File: config.mk
export PLATFORM = sky130hd
export DESIGN_NAME = rr_req_arbiter
export DESIGN_NICKNAME = d
export VERILOG_FILES = /design/src/rtl/rr_req_arbiter.sv
export SDC_FILE = /design/constraint.sdc
export NUM_CORES = 1
export LEC_CHECK = 0
export CAP_MARGIN = 25
export CORE_UTILIZATION = 45
export CTS_BUF_LIST = sky130_fd_sc_hd__clkbuf_4 sky130_fd_sc_hd__clkbuf_8
export CTS_CLUSTER_DIAMETER = 40
export CTS_CLUSTER_SIZE = 40
export DETAILED_ROUTE_END_ITERATION = 10
export PLACE_DENSITY = 0.73
export SLEW_MARGIN = 20
export SYNTH_ARGS = -nofsm -noshare
export SYNTH_HDL_FRONTEND = slang
export SYNTH_SLANG_ARGS = --single-unit
File: constraint.sdc
create_clock -name clk -period 2 [get_ports clk]
set_input_delay 0.4 -clock clk [delete_from_list [all_inputs] [get_ports clk]]
set_output_delay 0.4 -clock clk [all_outputs]
set_load 0.1 [all_outputs]
File: src/rtl/rr_req_arbiter.sv
// Round-robin arbiter with one-hot grant, hold-time watchdog and one dead cycle
// between owners. All outputs are registered.
module rr_req_arbiter #(
    parameter int N_REQ    = 4,
    parameter int HOLD_MAX = 16,
    localparam int ID_W    = $clog2(N_REQ),
    localparam int CNT_W   = $clog2(HOLD_MAX + 1)
) (
    input  logic             clk,
    input  logic             rst,
    input  logic [N_REQ-1:0] req,
    input  logic [N_REQ-1:0] done,
    output logic [N_REQ-1:0] gnt,
    output logic             gnt_valid,
    output logic [ID_W-1:0]  gnt_id,
    output logic             timeout,
    output logic             busy
);

    typedef enum logic [1:0] {
        IDLE  = 2'd0,
        GRANT = 2'd1,
        GAP   = 2'd2
    } state_t;

    localparam logic [ID_W:0]    N_REQ_W   = (ID_W + 1)'(N_REQ);
    localparam logic [ID_W-1:0]  LAST_ID   = ID_W'(N_REQ - 1);
    localparam logic [CNT_W-1:0] HOLD_LAST = CNT_W'(HOLD_MAX - 1);

    state_t           state, state_n;
    logic [ID_W-1:0]  ptr, ptr_n;
    logic [CNT_W-1:0] hold_cnt, hold_cnt_n;
    logic [N_REQ-1:0] gnt_n;
    logic [ID_W-1:0]  gnt_id_n;
    logic             timeout_n;

    logic             arb_found;
    logic [ID_W-1:0]  arb_winner;
    logic [ID_W:0]    arb_idx;
    logic             leave_grant;
    logic             owner_release;

    // Rotating search: first set request at ptr, ptr+1, ... wrapping at N_REQ.
    always_comb begin
        arb_found  = 1'b0;
        arb_winner = '0;
        arb_idx    = '0;
        for (int i = 0; i < N_REQ; i++) begin
            arb_idx = {1'b0, ptr} + (ID_W + 1)'(i);
            if (arb_idx >= N_REQ_W) begin
                arb_idx = arb_idx - N_REQ_W;
            end
            if (!arb_found && req[arb_idx[ID_W-1:0]]) begin
                arb_found  = 1'b1;
                arb_winner = arb_idx[ID_W-1:0];
            end
        end
    end

    always_comb begin
        state_n       = state;
        ptr_n         = ptr;
        hold_cnt_n    = hold_cnt;
        gnt_n         = gnt;
        gnt_id_n      = gnt_id;
        timeout_n     = 1'b0;
        leave_grant   = 1'b0;
        owner_release = done[gnt_id] || !req[gnt_id];

        case (state)
            IDLE, GAP: begin
                gnt_n      = '0;
                gnt_id_n   = '0;
                hold_cnt_n = '0;
                state_n    = IDLE;
                if (arb_found) begin
                    state_n           = GRANT;
                    gnt_n[arb_winner] = 1'b1;
                    gnt_id_n          = arb_winner;
                end
            end
            GRANT: begin
                // An owner release in the expiry cycle takes precedence, so no timeout pulse.
                if (owner_release) begin
                    leave_grant = 1'b1;
                end else if (hold_cnt == HOLD_LAST) begin
                    leave_grant = 1'b1;
                    timeout_n   = 1'b1;
                end else begin
                    hold_cnt_n = hold_cnt + CNT_W'(1);
                end
                if (leave_grant) begin
                    state_n    = GAP;
                    gnt_n      = '0;
                    gnt_id_n   = '0;
                    hold_cnt_n = '0;
                    ptr_n      = (gnt_id == LAST_ID) ? '0 : gnt_id + ID_W'(1);
                end
            end
            default: begin
                state_n    = IDLE;
                gnt_n      = '0;
                gnt_id_n   = '0;
                hold_cnt_n = '0;
            end
        endcase
    end

    always_ff @(posedge clk) begin
        if (rst) begin
            state     <= IDLE;
            ptr       <= '0;
            hold_cnt  <= '0;
            gnt       <= '0;
            gnt_valid <= 1'b0;
            gnt_id    <= '0;
            timeout   <= 1'b0;
            busy      <= 1'b0;
        end else begin
            state     <= state_n;
            ptr       <= ptr_n;
            hold_cnt  <= hold_cnt_n;
            gnt       <= gnt_n;
            gnt_valid <= |gnt_n;
            gnt_id    <= gnt_id_n;
            timeout   <= timeout_n;
            busy      <= (state_n != IDLE);
        end
    end

    always_ff @(posedge clk) begin
        assert ($onehot0(gnt));
    end

endmodule

Word-level counts from Yosys, hierarchy flattened
Index checks and enable logic that the tools add are counted.

Bits in registers: 18. Input port bits: 10. Output and inout port bits: 9. Logic and storage cells: 92.

Add/sub/neg operators: 9. Order comparisons: 11. Eq/ne operators: 5. Muxes and demuxes: 39. Bitwise operators: 3. Reduce and logical (&&, ||, !) cells: 17.

Operators with widths (count): two-way mux 2 bit (12); < comparator 2 x 3 -> 1 bit, second input constant (6); two-way mux 1 bit (15); binary-select mux 1 bit (select 2 bit) (6); >= comparator 3 bit, second input constant (3); two-way mux 4 bit (2); case mux 2 bit (2 select lines) (2); case mux 4 bit (2 select lines) (1); subtractor 2 x 1 -> 2 bit, second input constant (4); adder 2 x 2 -> 3 bit, second input constant (2); OR reduction 3 bit (2); adder 5 x 1 -> 5 bit, second input constant (1); == test 5 x 4 -> 1 bit, second input constant (1); == test 2 bit, second input constant (2); logical AND 1 bit (4); zero test 1 bit (4); AND reduction 2 bit (2); OR reduction 4 bit (1); adder 2 x 1 -> 3 bit, second input constant (1); >= comparator 2 x 3 -> 1 bit, second input constant (1); inverter 1 bit (3); adder 2 x 1 -> 2 bit, second input constant (1); demux 1 bit (select 2 bit) (1); == test 2 x 1 -> 1 bit, second input constant (1); other kinds (6) (6).

Logic depth before layout (Yosys ltp)
Gate-level depths: netlist of the first run.

Word-level depth: 21. Gate-level depth with buffers: 6. Depth with buffers taken out: 6.

Least setup slack after synthesis of the first run
Ideal clock, no wire load.

Path kind: reg2reg. Start point: register gnt_id[1]. End point: register ptr[1]. Setup time: 0.134 ns. Arrival: 2.307 ns. Setup slack: -0.441 ns. Cell stages (with the launch flop): 4. Path buffers: 0. Clock period less this slack: 2.441 ns. Cell sequence: dfxtp_1 -> mux4_2 -> nor4bb_1 -> or4_1.

Cells in the longest elaborated chain, start to end: 7. Elaborated cells on any way between the ends: 12.

RTL lines: start, declared (line 15) `output logic [ID_W-1:0] gnt_id,`; start signal, assigned (line 125) `gnt_id <= gnt_id_n;`; binary-select mux 1 bit (select 2 bit) (line 68) `owner_release = done[gnt_id] || !req[gnt_id];`; two-way mux 1 bit (implied by the code) (line 68); zero test 1 bit (line 68); logical OR 1 bit (line 68); two-way mux 1 bit (line 84) `if (owner_release) begin`; two-way mux 1 bit (line 70) `case (state)`; AND reduction 2 bit (no source line); end signal, assigned (line 121) `ptr <= ptr_n;`; end, declared (line 31) `logic [ID_W-1:0] ptr, ptr_n;`.

Several ways; a longest one is shown, not always the timed one. The select of a mux whose other input is x is not followed. A chain may end at the register's enable or synchronous reset.

Worst setup path after layout of the first run
Start point: input req[0]. End point: register ptr[1].

Cells in the longest elaborated chain, start to end: 7.

RTL lines: start, declared (line 11) `input logic [N_REQ-1:0] req,`; binary-select mux 1 bit (select 2 bit) (line 68); two-way mux 1 bit (implied by the code) (line 68); zero test 1 bit (line 68); logical OR 1 bit (line 68); two-way mux 1 bit (line 84); two-way mux 1 bit (line 70); AND reduction 2 bit (no source line).

Every way passes these cells. The select of a mux whose other input is x is not followed.

==> summary.md, run 1 <==
| Metric | Value |
|---|---|
| Routed vias/inst | `5.36` |
| Fin crit period | `1.91 ns` |
| CTS Hold Bufs | `0` |
| Clk buf depth | `2` |
| Critical path capture point type | `flip-flop` |
| Syn Nets | `100` |
| Row count | `15` |
| Largest family of logic cells by synthesized area | `simple AND/OR/NAND/NOR gates` |
| Fin crit share | `95.5%` |
| Worst-path clk slew | `0.10 ns` |
| Setup violations, final | `0` |
| Crit path kind | `input pin to flip-flop` |
| Combinational Power Share | `30.8%` |
| Total Power | `880 µW` |
| Most frequent cells after synthesis | `18 x dfxtp_1, 7 x nor2_1, 6 x inv_1` |
| Routed WL | `1770 µm` |
| Detail Route Antenna Nets | `0` |
| Nets@finish | `127` |
| Share of cells above drive strength 1 | `23.9%` |
| Final Core Density | `63.6%` |
| Mapped Area | `830 µm²` |
| CTS Buf Count | `3` |
| Mux contribution to synthesized area | `5.28%` |
| Simple-Gate Fraction of Synth Area | `26.5%` |
| Seq pwr share | `46.3%` |
| Synth Instances | `87` |
| Max VDD drop | `0.000444 V` |
| Compound-gate portion of the synthesized area | `13.0%` |
| Tot GR Track Use | `19.1%` |
| Cell variety after synth | `38` |
| WP data arrival | `2.08 ns` |
| Setup crit start kind | `input pin` |
| CTS tree | `yes` |
| Drt pass-1 iters | `4` |
| Fin. Hold Viols | `0` |
| Area growth, synth to finish | `32.4%` |
| Wire per inst | `12.8 µm` |
| Top cells by area, synth | `dfxtp_1 43%, ha_1 4.5%, nor2_1 3.2%, nand2b_1 3.0%, inv_1 2.7%` |
| Post-CTS Repair Setup Buffers | `0` |
| Via count | `739` |
| First-pass GRT wire length | `2780 µm` |
| Crit path max-delay cell type | `mux4_2` |
| PostCTS Resize Cnt | `0` |
| Residual DRC | `0` |
| Core area | `0.00173 mm²` |
| Adder-cell share of the synthesized area | `4.52%` |
| Die Area | `0.00202 mm²` |
| #FFs+latches synth | `18` |
| Number of port buffers | `18` |
| Antenna cell count | `0` |
| Register area share after synthesis | `43.4%` |
| Status | `finished, final reports clean` |
| Async set-reset flop share out of synthesis | `0%` |
| Largest net degree at the start of global routing | `11` |
| Post-Synth XOR/XNOR Area | `2.11%` |
| Max incr delay on CP | `0.50 ns` |
| FILL cells | `151` |
| Internal power | `569 µW` |
| Most used DFF post-synth | `dfxtp_1` |
| Vias in the first global route | `659` |
| Switching power | `312 µW` |
| Initial antenna violation count | `0` |
| Crit-path max FO | `4` |
| I/O pin total | `19` |
| Switching part of the total | `35.4%` |
| Chip width | `44.9 µm` |
| Reported max-cap violation count | `0` |
| Post-synth top area cell | `dfxtp_1` |
| Share of power burned in the clock network | `23.0%` |
| Pwr/cell area | `801 mW/mm²` |
| Lkg Pwr | `0.000486 µW` |
| Count leader, synth | `dfxtp_1` |
| Slew headroom | `67.0%` |
| Syn_area_per_cell | `9.54 µm²` |
| Final slew viol count | `0` |
| Skew final | `0.00785 ns` |
| RSZ-0062 raised after global routing | `false` |
| Die H | `44.9 µm` |
| Initial drt markers | `14` |
| Grt total ovfl | `0` |
| FMAX | `523 MHz` |
| Detail Placement HPWL | `1310 µm` |
| Clk sinks | `18` |
| EDFF count, synth | `0` |
| Initial Utilization | `48.0%` |
| Clk_lat worst skew | `0.30 ns` |
| Tightest Pin Transition | `0.491 ns` |
| Synthesis Warnings | `0` |
| Hold Crit Class | `flip-flop to flip-flop` |
| H-tree depth | `1` |
| Req. time, crit path | `2.17 ns` |
| Area share of the largest cell type after synthesis | `43.4%` |
| GPL Wtd Cong | `0.708` |
| CP cell instances | `clkdlybuf4s50_1 > nand2b_1 > mux4_2 > nor4bb_1 > or4_1` |
| Root Driver | `clkbuf_4` |
[layout make-up]
class                   instances  area [µm²]  area share, %
clock buffers                   4        30.0           2.73
repair buffers                 26         223           20.3
flip-flops and latches         18         365           33.3
well taps                      25        31.3           2.85
inverters                       6        22.5           2.05
multi-input cells              59         427           38.8
[worst paths after layout]
kind	start	to	slack (ns)	cells after the start
hold / removal	hold_cnt[0]$_SDFFE_PP0N_	hold_cnt[0]$_SDFFE_PP0N_	0.46	1
hold reg to reg	hold_cnt[0]$_SDFFE_PP0N_	hold_cnt[0]$_SDFFE_PP0N_	0.46	1
setup / recovery	req[0]	ptr[1]$_SDFFE_PP0P_	0.09	5
setup reg to reg	hold_cnt[0]$_SDFFE_PP0N_	gnt[2]$_SDFF_PP0_	0.18	5
[power by group through the flow]
stage	logic (µW)	registers, µW	clock network [µW]
finish	271	407	202
global route	285	410	215
CTS	271	407	206
detailed placement	270	415	0
global placement	268	414	0
floorplan	86.6	518	0
[cell families after synthesis]
group,after synthesis
AOI/OAI and AO/OA,14
xor gates and xnor gates,2
adders and majority gates,3
buffers and inverters,10
DFF,18
muxes,3
and+or+nand+nor,37
[worst max-delay path, delay by kind of cell]
kind | cells | cell delay (ns)
buf+inv | 1 | 0.49
simple gates | 3 | 0.69
mux | 1 | 0.50
[layer usage]
layer,GRT usage (%),wire length [µm]
met5,0,0
met1,24.3,813
met3,2.80,102
met4,10.9,13
met2,30.7,840
[flip-flops by register name (all words and copies together) (netlist names)]
register and flops:
hold_cnt 5, gnt 4, gnt_id 2, ptr 2, state 2, busy 1, gnt_valid 1, timeout 1
[metrics by stage]
step / TNS (ns) / area (µm²) / hold slack [ns] / instances / setup WS [ns]
final: 0 / 1100 / 0.458 / 138 / 0.0894
after global routing: 0 / 1100 / 0.480 / 138 / 0.0257
after CTS: 0 / 1090 / 0.465 / 138 / 0.0240
after detailed placement: -2.14 / 1060 / 0.441 / 134 / -0.271
after global placement: -1.94 / 1060 / 0.437 / 134 / -0.226
after floorplan: 0 / 835 / 0.418 / 87 / 0.0736
[placed cells by master, fill, tap and decap left out, drive strengths merged, types with 2 or more instances in the layout]
master / n
nand3: 2
o32ai: 2
inv: 6
a21oi: 2
or3: 2
nand2b: 5
clkdlybuf4s50: 7
dfxtp: 18
ha: 3
dlymetal6s2s: 2
nor4: 3
nor2: 7
buf: 17
o22ai: 2
nand2: 4
a22o: 2
clkbuf: 4
nor3: 4
a32o: 2
Note: power is estimated with default switching activity, not from simulation.
==> run 2: changes to the inputs <==
- HOLD_SLACK_MARGIN: default -> 0.15
==> results of run 2 <==
Final layout, timing and power as in run 1 (identical DEF).
==> run 3: changes to the inputs <==
- CAP_MARGIN: 25 -> 20
- CORE_MARGIN: default -> 10
==> summary.md, run 3 (synthesis gave the netlist of run 1 again) <==
| Metric | Value |
|---|---|
| Die H | `62.9 µm` |
| Fin. Hold Viols | `0` |
| Detail Route Antenna Nets | `0` |
| I/O pin total | `19` |
| Biggest regs | `hold_cnt x5, gnt x4` |
| Req. time, crit path | `2.19 ns` |
| CTS tree | `yes` |
| Share of cells above drive strength 1 | `23.9%` |
| Area growth, synth to finish | `32.6%` |
| Post-CTS Repair Setup Buffers | `0` |
| Fin crit period | `1.89 ns` |
| Most frequent cells in the layout | `17 x buf_4, 16 x dfxtp_1, 9 x clkdlybuf4s50_1, 7 x nor2_1, 6 x inv_1` |
| Total Power | `908 µW` |
| Crit-path max FO | `3` |
| Setup violations, final | `0` |
| Via count | `729` |
| PostCTS Resize Cnt | `0` |
| Routed WL | `1900 µm` |
| Hold Crit Class | `flip-flop to flip-flop` |
| Antenna cell count | `0` |
| Tightest Pin Transition | `0.431 ns` |
| First-pass GRT wire length | `3180 µm` |
| Tot GR Track Use | `9.65%` |
| Initial antenna violation count | `0` |
| Lkg Pwr | `0.000470 µW` |
| Number of port buffers | `18` |
| Footprint of the multi-input gates | `427 µm²` |
| Initial drt markers | `24` |
| H-tree depth | `1` |
| Largest net degree at the start of global routing | `11` |
| Max VDD drop | `0.000753 V` |
| Skew final | `0.00771 ns` |
| Top reg by flops | `hold_cnt` |
| Reported max-cap violation count | `0` |
| Hold Slack | `0.462 ns` |
| Status | `finished, final reports clean` |
| FMAX | `529 MHz` |
| Fin cells | `138` |
| Setup crit start kind | `input pin` |
| Vias in the first global route | `691` |
| Crit path kind | `input pin to flip-flop` |
| Clk sinks | `18` |
| R2r setup slk | `0.18 ns` |
| Wire per inst | `13.8 µm` |
| CTS Hold Bufs | `0` |
| Detail Placement HPWL | `1500 µm` |
| Max FFs per register | `5` |
| WP data arrival | `2.08 ns` |
| Placed Cells incl. Taps | `134` |
| Clk buf depth | `2` |
| FILL cells | `156` |
| Row count | `15` |
| Residual DRC | `0` |
| Grt total ovfl | `0` |
| CTS Buf Count | `3` |
| GPL Wtd Cong | `0.758` |
| RSZ-0062 raised after global routing | `false` |
| Clk_lat worst skew | `0.30 ns` |
| Chip width | `62.9 µm` |
| Die Area | `0.00396 mm²` |
| Final slew viol count | `0` |
| Core area | `0.00175 mm²` |
| Final Core Density | `63.0%` |
| Initial Utilization | `47.5%` |
| Storage cell area | `365 µm²` |
| Commonest non-fill, non-tap cell in the layout | `buf_4` |
| Critical path capture point type | `flip-flop` |
| Nets@finish | `127` |
| Drt pass-1 iters | `4` |
| Routed vias/inst | `5.28` |
| Slew headroom | `71.0%` |
| Worst-path clk slew | `0.11 ns` |
| Pwr/cell area | `825 mW/mm²` |
| Root Driver | `clkbuf_4` |
| Fin crit share | `94.5%` |
[run 3: final cells by class]
class / instances / share of cell area, %
inverters: 6 / 2.05
repair buffers: 26 / 19.8
well taps: 25 / 2.84
clock buffers: 4 / 3.30
flip-flops and latches: 18 / 33.2
multi-input cells: 59 / 38.8
[run 3: power breakdown]
group / leakage [µW] / total (µW) / switching, µW / internal, µW
sequential: 0.000148 / 407 / 22.8 / 384
combinational: 0.000301 / 271 / 177 / 93.9
clock: 0.0000210 / 229 / 118 / 111
total: 0.000470 / 908 / 318 / 589
[run 3: worst max-delay path, stage by stage]
cell	delay (ns)
clkdlybuf4s50_1	0.48
nand2b_1	0.06
mux4_2	0.49
nor4bb_1	0.15
or4_1	0.50
[run 3: per-layer routing]
layer	track usage [%]	routed length, µm	part of all wire [%]
met1	11.8	857	45
met5	0	0	0
met2	14.6	898	47
met4	3.35	9	0.47
met3	4.12	138	7.3
[run 3: final timing paths]
check	start	endpoint	cells past startpoint
setup / recovery	req[3]	ptr[1]$_SDFFE_PP0P_	5
hold / removal	hold_cnt[0]$_SDFFE_PP0N_	hold_cnt[0]$_SDFFE_PP0N_	1
setup reg to reg	hold_cnt[0]$_SDFFE_PP0N_	gnt[2]$_SDFF_PP0_	5
hold reg to reg	hold_cnt[0]$_SDFFE_PP0N_	hold_cnt[0]$_SDFFE_PP0N_	1
[run 3: per-stage QoR]
| stage | worst slack, ns | TNS, ns | cell area, µm² |
|---|---|---|---|
| 6_report | 0.110 | 0 | 1100 |
| 3_3_place_gp | -0.186 | -1.36 | 1060 |
| 4_1_cts | 0.116 | 0 | 1100 |
| 5_1_grt | 0.0120 | 0 | 1100 |
| 3_5_place_dp | -0.211 | -1.63 | 1060 |
| 2_1_floorplan | 0.0736 | 0 | 835 |
